`src/rtl/sdram_arb_pkg.sv`:
```
// Shared types and constants for the SDRAM port arbiter.
// Optional feature macro used by the arbiter: SDRAM_ARB_TIMEOUT_EN.
package sdram_arb_pkg;

  // Arbiter transaction states.
  typedef enum logic [1:0] {
    IDLE  = 2'd0,
    ISSUE = 2'd1,
    WAIT  = 2'd2,
    DONE  = 2'd3
  } arb_state_t;

  // Read data returned to the requester when the controller never answers.
  localparam logic [15:0] TIMEOUT_FILL = 16'hDEAD;

endpackage

```
`src/rtl/rr_pick.sv`:
```
// Combinational round-robin picker: the search starts at the port after
// 'last' and wraps from NPORTS-1 back to 0.
module rr_pick #(
  parameter int NPORTS = 4
) (
  input  logic [NPORTS-1:0]         req,
  input  logic [$clog2(NPORTS)-1:0] last,
  output logic                      valid,
  output logic [$clog2(NPORTS)-1:0] index
);

  localparam int IW = $clog2(NPORTS);

  logic [IW-1:0] cand;

  // Walk the candidates from farthest to nearest so the nearest request wins.
  always_comb begin
    // NOTE: every output of a combinational block gets a default first so no latch is inferred.
    valid = |req;
    index = '0;
    cand  = '0;
    for (int off = NPORTS; off >= 1; off--) begin
      cand = IW'((int'(last) + off) % NPORTS);
      if (req[cand]) index = cand;
    end
  end

endmodule

```
`src/rtl/sdram_port_arbiter.sv`:
```
// Round-robin arbiter that multiplexes NPORTS requesters onto a single SDRAM
// controller command port, one transaction at a time.
// Optional: define SDRAM_ARB_TIMEOUT_EN to abort WAIT after TIMEOUT cycles.
module sdram_port_arbiter
  import sdram_arb_pkg::*;
#(
  parameter int NPORTS    = 4,
  parameter int ADDRWIDTH = 24,
  parameter int TIMEOUT   = 255
) (
  input  logic                                clk,
  input  logic                                reset_n,
  input  logic [NPORTS-1:0]                   req,
  input  logic [NPORTS-1:0]                   we,
  input  logic [NPORTS-1:0][ADDRWIDTH-1:0]    addr,
  input  logic [NPORTS-1:0][15:0]             wdata,
  input  logic [NPORTS-1:0][1:0]              bytesel,
  output logic [NPORTS-1:0]                   ack,
  output logic [15:0]                         rdata,
  output logic [$clog2(NPORTS)-1:0]           grant,
  output logic                                mem_req,
  output logic                                mem_we,
  output logic [ADDRWIDTH-1:0]                mem_addr,
  output logic [15:0]                         mem_din,
  output logic [1:0]                          mem_bytesel,
  input  logic                                mem_ack,
  input  logic [15:0]                         mem_dout,
  output logic                                timeout_err
);

  localparam int GW = $clog2(NPORTS);

  arb_state_t    state, state_nxt;
  logic          pick_valid;
  logic [GW-1:0] pick_idx;
  logic          take;      // IDLE accepts a request this cycle
  logic          complete;  // WAIT sees mem_ack this cycle
  logic          tmo;       // WAIT gives up this cycle

  rr_pick #(.NPORTS(NPORTS)) u_rr_pick (
    .req   (req),
    .last  (grant),
    .valid (pick_valid),
    .index (pick_idx)
  );

`ifdef SDRAM_ARB_TIMEOUT_EN
  localparam int CNT_W = $clog2(TIMEOUT + 1);
  logic [CNT_W-1:0] wait_cnt;
`else
  localparam int unused_timeout = TIMEOUT;
`endif

  // State register.
  always_ff @(posedge clk or negedge reset_n) begin
    // NOTE: sequential state uses non-blocking assignments so all flops update together at the edge.
    if (!reset_n) state <= IDLE;
    else          state <= state_nxt;
  end

  // Next-state logic and single-cycle transaction strobes.
  always_comb begin
    state_nxt = state;
    take      = 1'b0;
    complete  = 1'b0;
    tmo       = 1'b0;
    case (state)
      IDLE: begin
        if (pick_valid) begin
          take      = 1'b1;
          state_nxt = ISSUE;
        end
      end
      ISSUE: state_nxt = WAIT;  // mem_ack is ignored until WAIT
      WAIT: begin
        if (mem_ack) begin
          complete  = 1'b1;
          state_nxt = DONE;
        end
`ifdef SDRAM_ARB_TIMEOUT_EN
        else if (wait_cnt == CNT_W'(TIMEOUT - 1)) begin
          tmo       = 1'b1;
          state_nxt = DONE;
        end
`endif
      end
      DONE:    state_nxt = IDLE;
      default: state_nxt = IDLE;
    endcase
  end

  // Latch the winner's command, hold it through WAIT, capture read data.
  always_ff @(posedge clk or negedge reset_n) begin
    if (!reset_n) begin
      grant       <= GW'(NPORTS - 1);  // port 0 wins first after reset
      mem_req     <= 1'b0;
      mem_we      <= 1'b0;
      mem_addr    <= '0;
      mem_din     <= '0;
      mem_bytesel <= '0;
      rdata       <= '0;
    end else begin
      if (take) begin
        grant       <= pick_idx;
        mem_req     <= 1'b1;
        mem_we      <= we[pick_idx];
        mem_addr    <= addr[pick_idx];
        mem_din     <= wdata[pick_idx];
        mem_bytesel <= bytesel[pick_idx];
      end
      if (complete) begin
        mem_req <= 1'b0;
        if (!mem_we) rdata <= mem_dout;
      end
      if (tmo) begin
        mem_req <= 1'b0;
        rdata   <= TIMEOUT_FILL;
      end
    end
  end

`ifdef SDRAM_ARB_TIMEOUT_EN
  // Count consecutive WAIT cycles; cleared whenever WAIT is left.
  always_ff @(posedge clk or negedge reset_n) begin
    if (!reset_n)                                wait_cnt <= '0;
    else if (state == WAIT && state_nxt == WAIT) wait_cnt <= wait_cnt + CNT_W'(1);
    else                                         wait_cnt <= '0;
  end

  // Sticky timeout flag, cleared only by reset.
  always_ff @(posedge clk or negedge reset_n) begin
    if (!reset_n) timeout_err <= 1'b0;
    else if (tmo) timeout_err <= 1'b1;
  end
`else
  assign timeout_err = 1'b0;
`endif

  // Completion pulse to the served port while in DONE.
  always_comb begin
    ack = '0;
    if (state == DONE) ack[grant] = 1'b1;
  end

endmodule

```
`config.mk`:
```
export PLATFORM = sky130hd
export DESIGN_NAME = sdram_port_arbiter
export DESIGN_NICKNAME = d
export VERILOG_FILES = /design/src/rtl/sdram_arb_pkg.sv /design/src/rtl/rr_pick.sv /design/src/rtl/sdram_port_arbiter.sv
export SDC_FILE = /design/constraint.sdc
export NUM_CORES = 1
export LEC_CHECK = 0
export CAP_MARGIN = 20
export CORE_ASPECT_RATIO = 0.75
export CORE_MARGIN = 2
export CORE_UTILIZATION = 35
export DETAILED_ROUTE_END_ITERATION = 16
export GPL_TIMING_DRIVEN = 0
export PLACE_DENSITY = 0.76
export SYNTH_ARGS = -nofsm -noshare
export SYNTH_HDL_FRONTEND = slang
export SYNTH_SLANG_ARGS = --single-unit
```
`constraint.sdc`:
```
create_clock -name clk -period 5.7 [get_ports clk]
set_clock_uncertainty 0.2 [all_clocks]
set_input_delay 1.14 -clock clk [delete_from_list [all_inputs] [get_ports clk]]
set_output_delay 1.14 -clock clk [all_outputs]
set_load 0.01 [all_outputs]
```
==> tab_implementation.tex, run 1 <==
\begin{tabular}{lr}
\hline
Metric & Value \\
\hline
\multicolumn{2}{l}{\textbf{Final layout}} \\
Fraction of final layout cells sized beyond drive strength 1 & about 16\% \\
Commonest non-fill, non-tap cell in the layout & sky130\_fd\_sc\_hd\_\_clkdlybuf4s50\_1 \\
Final Instance Count excl. Fillers & approximately 860 \\
Fill cells & $\sim$1000 \\
Commonest cells after routing, fill and taps aside & 257 x sky130\_fd\_sc\_hd\_\_clkdlybuf4s50\_1, 77 x sky130\_fd\_sc\_hd\_\_o22ai\_1, 62 x sky130\_fd\_sc\_hd\_\_dfrtp\_1 \\
Antenna cells & 0 \\
Number of nets in the final layout & around 900 \\
Fin area & roughly 7400 sq um \\
Finished Core Util & 62.8\% \\
Layout overhead on the synthesized area & 72.5\% \\
\multicolumn{2}{l}{\textbf{Detailed routing}} \\
Via count & 4883 \\
Number of nets with antenna violations after routing & 0 \\
Wirelength per Cell & 19.9 um \\
DR iter-0 viols & just under 300 \\
Vias per cell & 5.66 \\
Aggregate routed wire length & roughly 17 mm \\
Iteration count of the initial detailed-routing pass & 5 \\
DRC viols & 0 \\
\multicolumn{2}{l}{\textbf{Worst hold path}} \\
Path type of the worst min-delay path & flop to flop \\
\multicolumn{2}{l}{\textbf{Floorplanning}} \\
Die Ht & about 100 um \\
Initial standard-cell utilization of the core & between 30\% and 40\% \\
Number of top-level pins & roughly 260 \\
Number of core rows & 34 \\
Std-Cell Core Area & roughly 12000 sq um \\
Area enclosed by the die boundary & 13200 sq um \\
X dimension of the die & around 130 um \\
\multicolumn{2}{l}{\textbf{Logic synthesis}} \\
Synth async-reset ratio & 100\% \\
Number of cells produced by synthesis & between 400 and 500 \\
Count of yosys warnings during synthesis & 0 \\
Sequential-to-total area share from yosys stat & approximately 37\% \\
Number of flops mapped to enable cells by yosys & 0 \\
Cell area after technology mapping & approximately 4300 sq um \\
Distinct cell type count of the synthesized netlist & between 40 and 50 \\
Dominant synthesized flop cell & sky130\_fd\_sc\_hd\_\_dfrtp\_1 \\
Net Count, Synth & between 600 and 700 \\
Synthesized area divided by synthesized cell count & 10.0 sq um \\
Seq cells post-synth & 64 \\
\multicolumn{2}{l}{\textbf{Power and ir drop}} \\
Highest ir drop seen on vdd & around 0.00023 V \\
Net switching power figure & roughly 1.9 mW \\
Clk network pwr share & a little over an eighth \\
Power Dens Cells & around 600 nW/um\^{}2 \\
Internal power summed over all cells & between 2 and 3 mW \\
Sequential share of power & 19.5\% \\
Portion of total power attributed to combinational logic & 66.8\% \\
Static Leakage & slightly below 3 nW \\
Switching fraction of total power & a little over two fifths \\
\multicolumn{2}{l}{\textbf{CTS}} \\
Post-CTS Resized & 0 \\
Cts-stage hold buffer count & 0 \\
Root Buffer & sky130\_fd\_sc\_hd\_\_clkbuf\_16 \\
Max Buffers Root-to-Sink & 2 \\
Number of sinks handled by clock tree synthesis & between 60 and 70 \\
Insertion delay to the later sink of the worst-skew pair & between 0.3 and 0.4 ns \\
Number of buffers added by the clock tree synthesis step & 9 \\
Number of H-tree branching levels & 3 \\
Clk pin slew, worst setup/hold paths & $\sim$0.060 ns \\
Count of buffers added by post-CTS timing repair for setup & 0 \\
TritonCTS clock tree & yes \\
\multicolumn{2}{l}{\textbf{Setup path}} \\
Worst reg-to-reg setup slack & 2.64 ns \\
Required time worst endpoint & roughly 5.8 ns \\
Element type at the critical path start & input pin \\
Classification of the worst setup path & input pin to flop \\
Largest fanout of any net on the critical path & 10 \\
Arrival time at the worst endpoint & about 3.5 ns \\
Type of element capturing the critical path & flop \\
\multicolumn{2}{l}{\textbf{Placement}} \\
Number of cells in the design after placement & 847 \\
Post-placement cell area & approximately 7100 sq um \\
Worst Setup Slack post-DPL & a little under 2 ns \\
Final RePlAce weighted congestion & between 0.8 and 0.9 \\
Port Buffer Count & about 260 \\
Detailed placement HPWL & $\sim$13 mm \\
\multicolumn{2}{l}{\textbf{Timing}} \\
Number of pins with negative max-slew slack in the final report & 0 \\
Setup TNS after final layout & 0 ns \\
Final Hold Violating Endpoints & 0 \\
Setup ws final & between 2 and 2.5 ns \\
Unrepaired setup endpoints after global routing & no \\
Share of the cycle needed by the critical path after routing & roughly three fifths \\
Final setup violating endpoints & 0 \\
Final Critical Period & around 3.4 ns \\
FMAX & between 200 and 300 MHz \\
Worst max-slew margin expressed relative to the limit & a little over two fifths \\
Slew of the pin with the lowest slew margin & 0.854 ns \\
\multicolumn{2}{l}{\textbf{Global routing}} \\
Total global routing track utilization & approximately a quarter \\
Total gr overflow & 0 \\
Vias in the first global route & 5112 \\
Largest net degree at the start of global routing & 65 \\
First-pass GRT wire length & between 20 and 30 mm \\
Number of antenna violations at the first check in global routing & 0 \\
\multicolumn{2}{l}{\textbf{Outcome}} \\
Run status & finished clean \\
\multicolumn{2}{l}{\textbf{Run}} \\
Max-cap viol count & 0 \\
\hline
\end{tabular}
[per-layer routing]
metal  vias to the layer above  share of wire, %  track usage, %
met3                        17               7.7            7.02
met2                       243                48            43.1
met4                         0               1.1            6.94
met5                         -                 0               0
met1                      2363                43            33.2
li1                       2260                 -               -
[sequential cells by signal, summed over array words and instances (netlist names)]
register / count
mem_bytesel: 2
mem_req: 1
state: 2
rdata: 16
mem_addr: 24
mem_din: 16
mem_we: 1
grant: 2
[synth_stat cells, types with 2 or more instances]
cell                         n  area share (%)
sky130_fd_sc_hd__o22ai_1    77              11
sky130_fd_sc_hd__nand2b_1    2            0.29
sky130_fd_sc_hd__dfstp_2     2             1.2
sky130_fd_sc_hd__o211ai_1   20             3.5
sky130_fd_sc_hd__a2111oi_2  24             8.4
sky130_fd_sc_hd__buf_1       2            0.18
sky130_fd_sc_hd__o21ai_1    25             2.9
sky130_fd_sc_hd__and2_1      4            0.58
sky130_fd_sc_hd__nor2b_1     2            0.29
sky130_fd_sc_hd__a221oi_2   20             7.0
sky130_fd_sc_hd__buf_2      17             2.0
sky130_fd_sc_hd__a21oi_1     3            0.35
sky130_fd_sc_hd__mux2_2     17             4.5
sky130_fd_sc_hd__dfrtp_1    62              36
sky130_fd_sc_hd__a221oi_1    4            0.82
sky130_fd_sc_hd__o21ai_0     5            0.58
sky130_fd_sc_hd__ha_1        7             2.0
sky130_fd_sc_hd__nor2_1      4            0.35
sky130_fd_sc_hd__buf_4       5            0.87
sky130_fd_sc_hd__buf_6       4             1.0
sky130_fd_sc_hd__clkbuf_1   24             2.1
sky130_fd_sc_hd__and3_1     48             7.0
sky130_fd_sc_hd__inv_1       4            0.35
sky130_fd_sc_hd__nand2_1    26             2.3
[cell families after synthesis]
family / after synthesis / synth area share (%)
AOI/OAI and AO/OA: 191 / 37.8
and+or+nand+nor: 89 / 11.3
DFF: 64 / 37.4
buffers and inverters: 57 / 6.62
muxes: 18 / 4.70
adders and majority gates: 7 / 2.04
other: 1 / 0.0874
[worst paths after layout]
check,endpoint,startpoint,cells past startpoint
min in group asynchronous,mem_addr[3]$_DFFE_PN0P_,reset_n,1
max reg2reg,mem_addr[18]$_DFFE_PN0P_,grant[0]$_DFFE_PN1P_,8
max in group asynchronous,rdata[3]$_DFFE_PN0P_,reset_n,1
min reg2reg,mem_addr[2]$_DFFE_PN0P_,mem_addr[2]$_DFFE_PN0P_,2
max,mem_addr[19]$_DFFE_PN0P_,req[2],7
min,mem_addr[2]$_DFFE_PN0P_,mem_addr[2]$_DFFE_PN0P_,2
[worst max-delay path, stage by stage]
cell	delay [ns]
sky130_fd_sc_hd__clkdlybuf4s50_1	0.58
sky130_fd_sc_hd__o21ai_0	0.29
sky130_fd_sc_hd__a21oi_1	0.14
sky130_fd_sc_hd__a2bb2oi_2	0.47
sky130_fd_sc_hd__clkbuf_1	0.45
sky130_fd_sc_hd__o22ai_1	0.18
sky130_fd_sc_hd__o22ai_1	0.20
[stage by stage]
step                power (mW)  hold WS (ns)
floorplan                 2.73         0.289
CTS                       4.46         0.290
finish                    4.46         0.287
global placement          3.74         0.270
detailed placement        3.83         0.276
global route              4.75         0.320
[final cells by class]
cell class / count / area, sq um / area share, %
clock inverter: 7 / 104 / 1.40
tap: 162 / 203 / 2.74
buffer: 52 / 265 / 3.58
clock buffer: 9 / 225 / 3.04
timing repair buffer: 258 / 2580 / 34.9
multi-input combinational: 306 / 2400 / 32.5
sequential: 64 / 1600 / 21.7
inverter: 5 / 18.8 / 0.254
[power by group through the flow]
stage          clock, mW  combinational [mW]  sequential [mW]
6_report           0.613                2.98            0.871
2_1_floorplan          0                1.77            0.956
3_3_place_gp           0                2.88            0.861
5_1_grt            0.646                3.20            0.902
3_5_place_dp           0                2.96            0.873
4_1_cts            0.626                2.96            0.868
(Power assumes the default switching activity.)
==> inputs of run 2 (changes only) <==
==> constraint.sdc (replaced) <==
create_clock -name clk -period 3.36 [get_ports clk]
set_clock_uncertainty 0.2 [all_clocks]
set_input_delay 0.672 -clock clk [delete_from_list [all_inputs] [get_ports clk]]
set_output_delay 0.672 -clock clk [all_outputs]
set_load 0.01 [all_outputs]
==> results of run 2 <==
Same layout as run 1 (identical final DEF). Status: finished clean.
Among the figures that moved: setup slack after placement 1.94 ns -> 0.0725 ns; setup slack after layout 2.29 ns -> 0.302 ns; hold slack 0.287 ns -> 0.232 ns; start point of the critical path req[2] -> grant[0]$_DFFE_PN1P_; end point of the critical path mem_addr[19]$_DFFE_PN0P_ -> mem_addr[18]$_DFFE_PN0P_; register-to-register setup slack 2.64 ns -> 0.30 ns; total power 4.46 mW -> 7.57 mW; worst IR drop on VDD 0.000235 V -> 0.000398 V
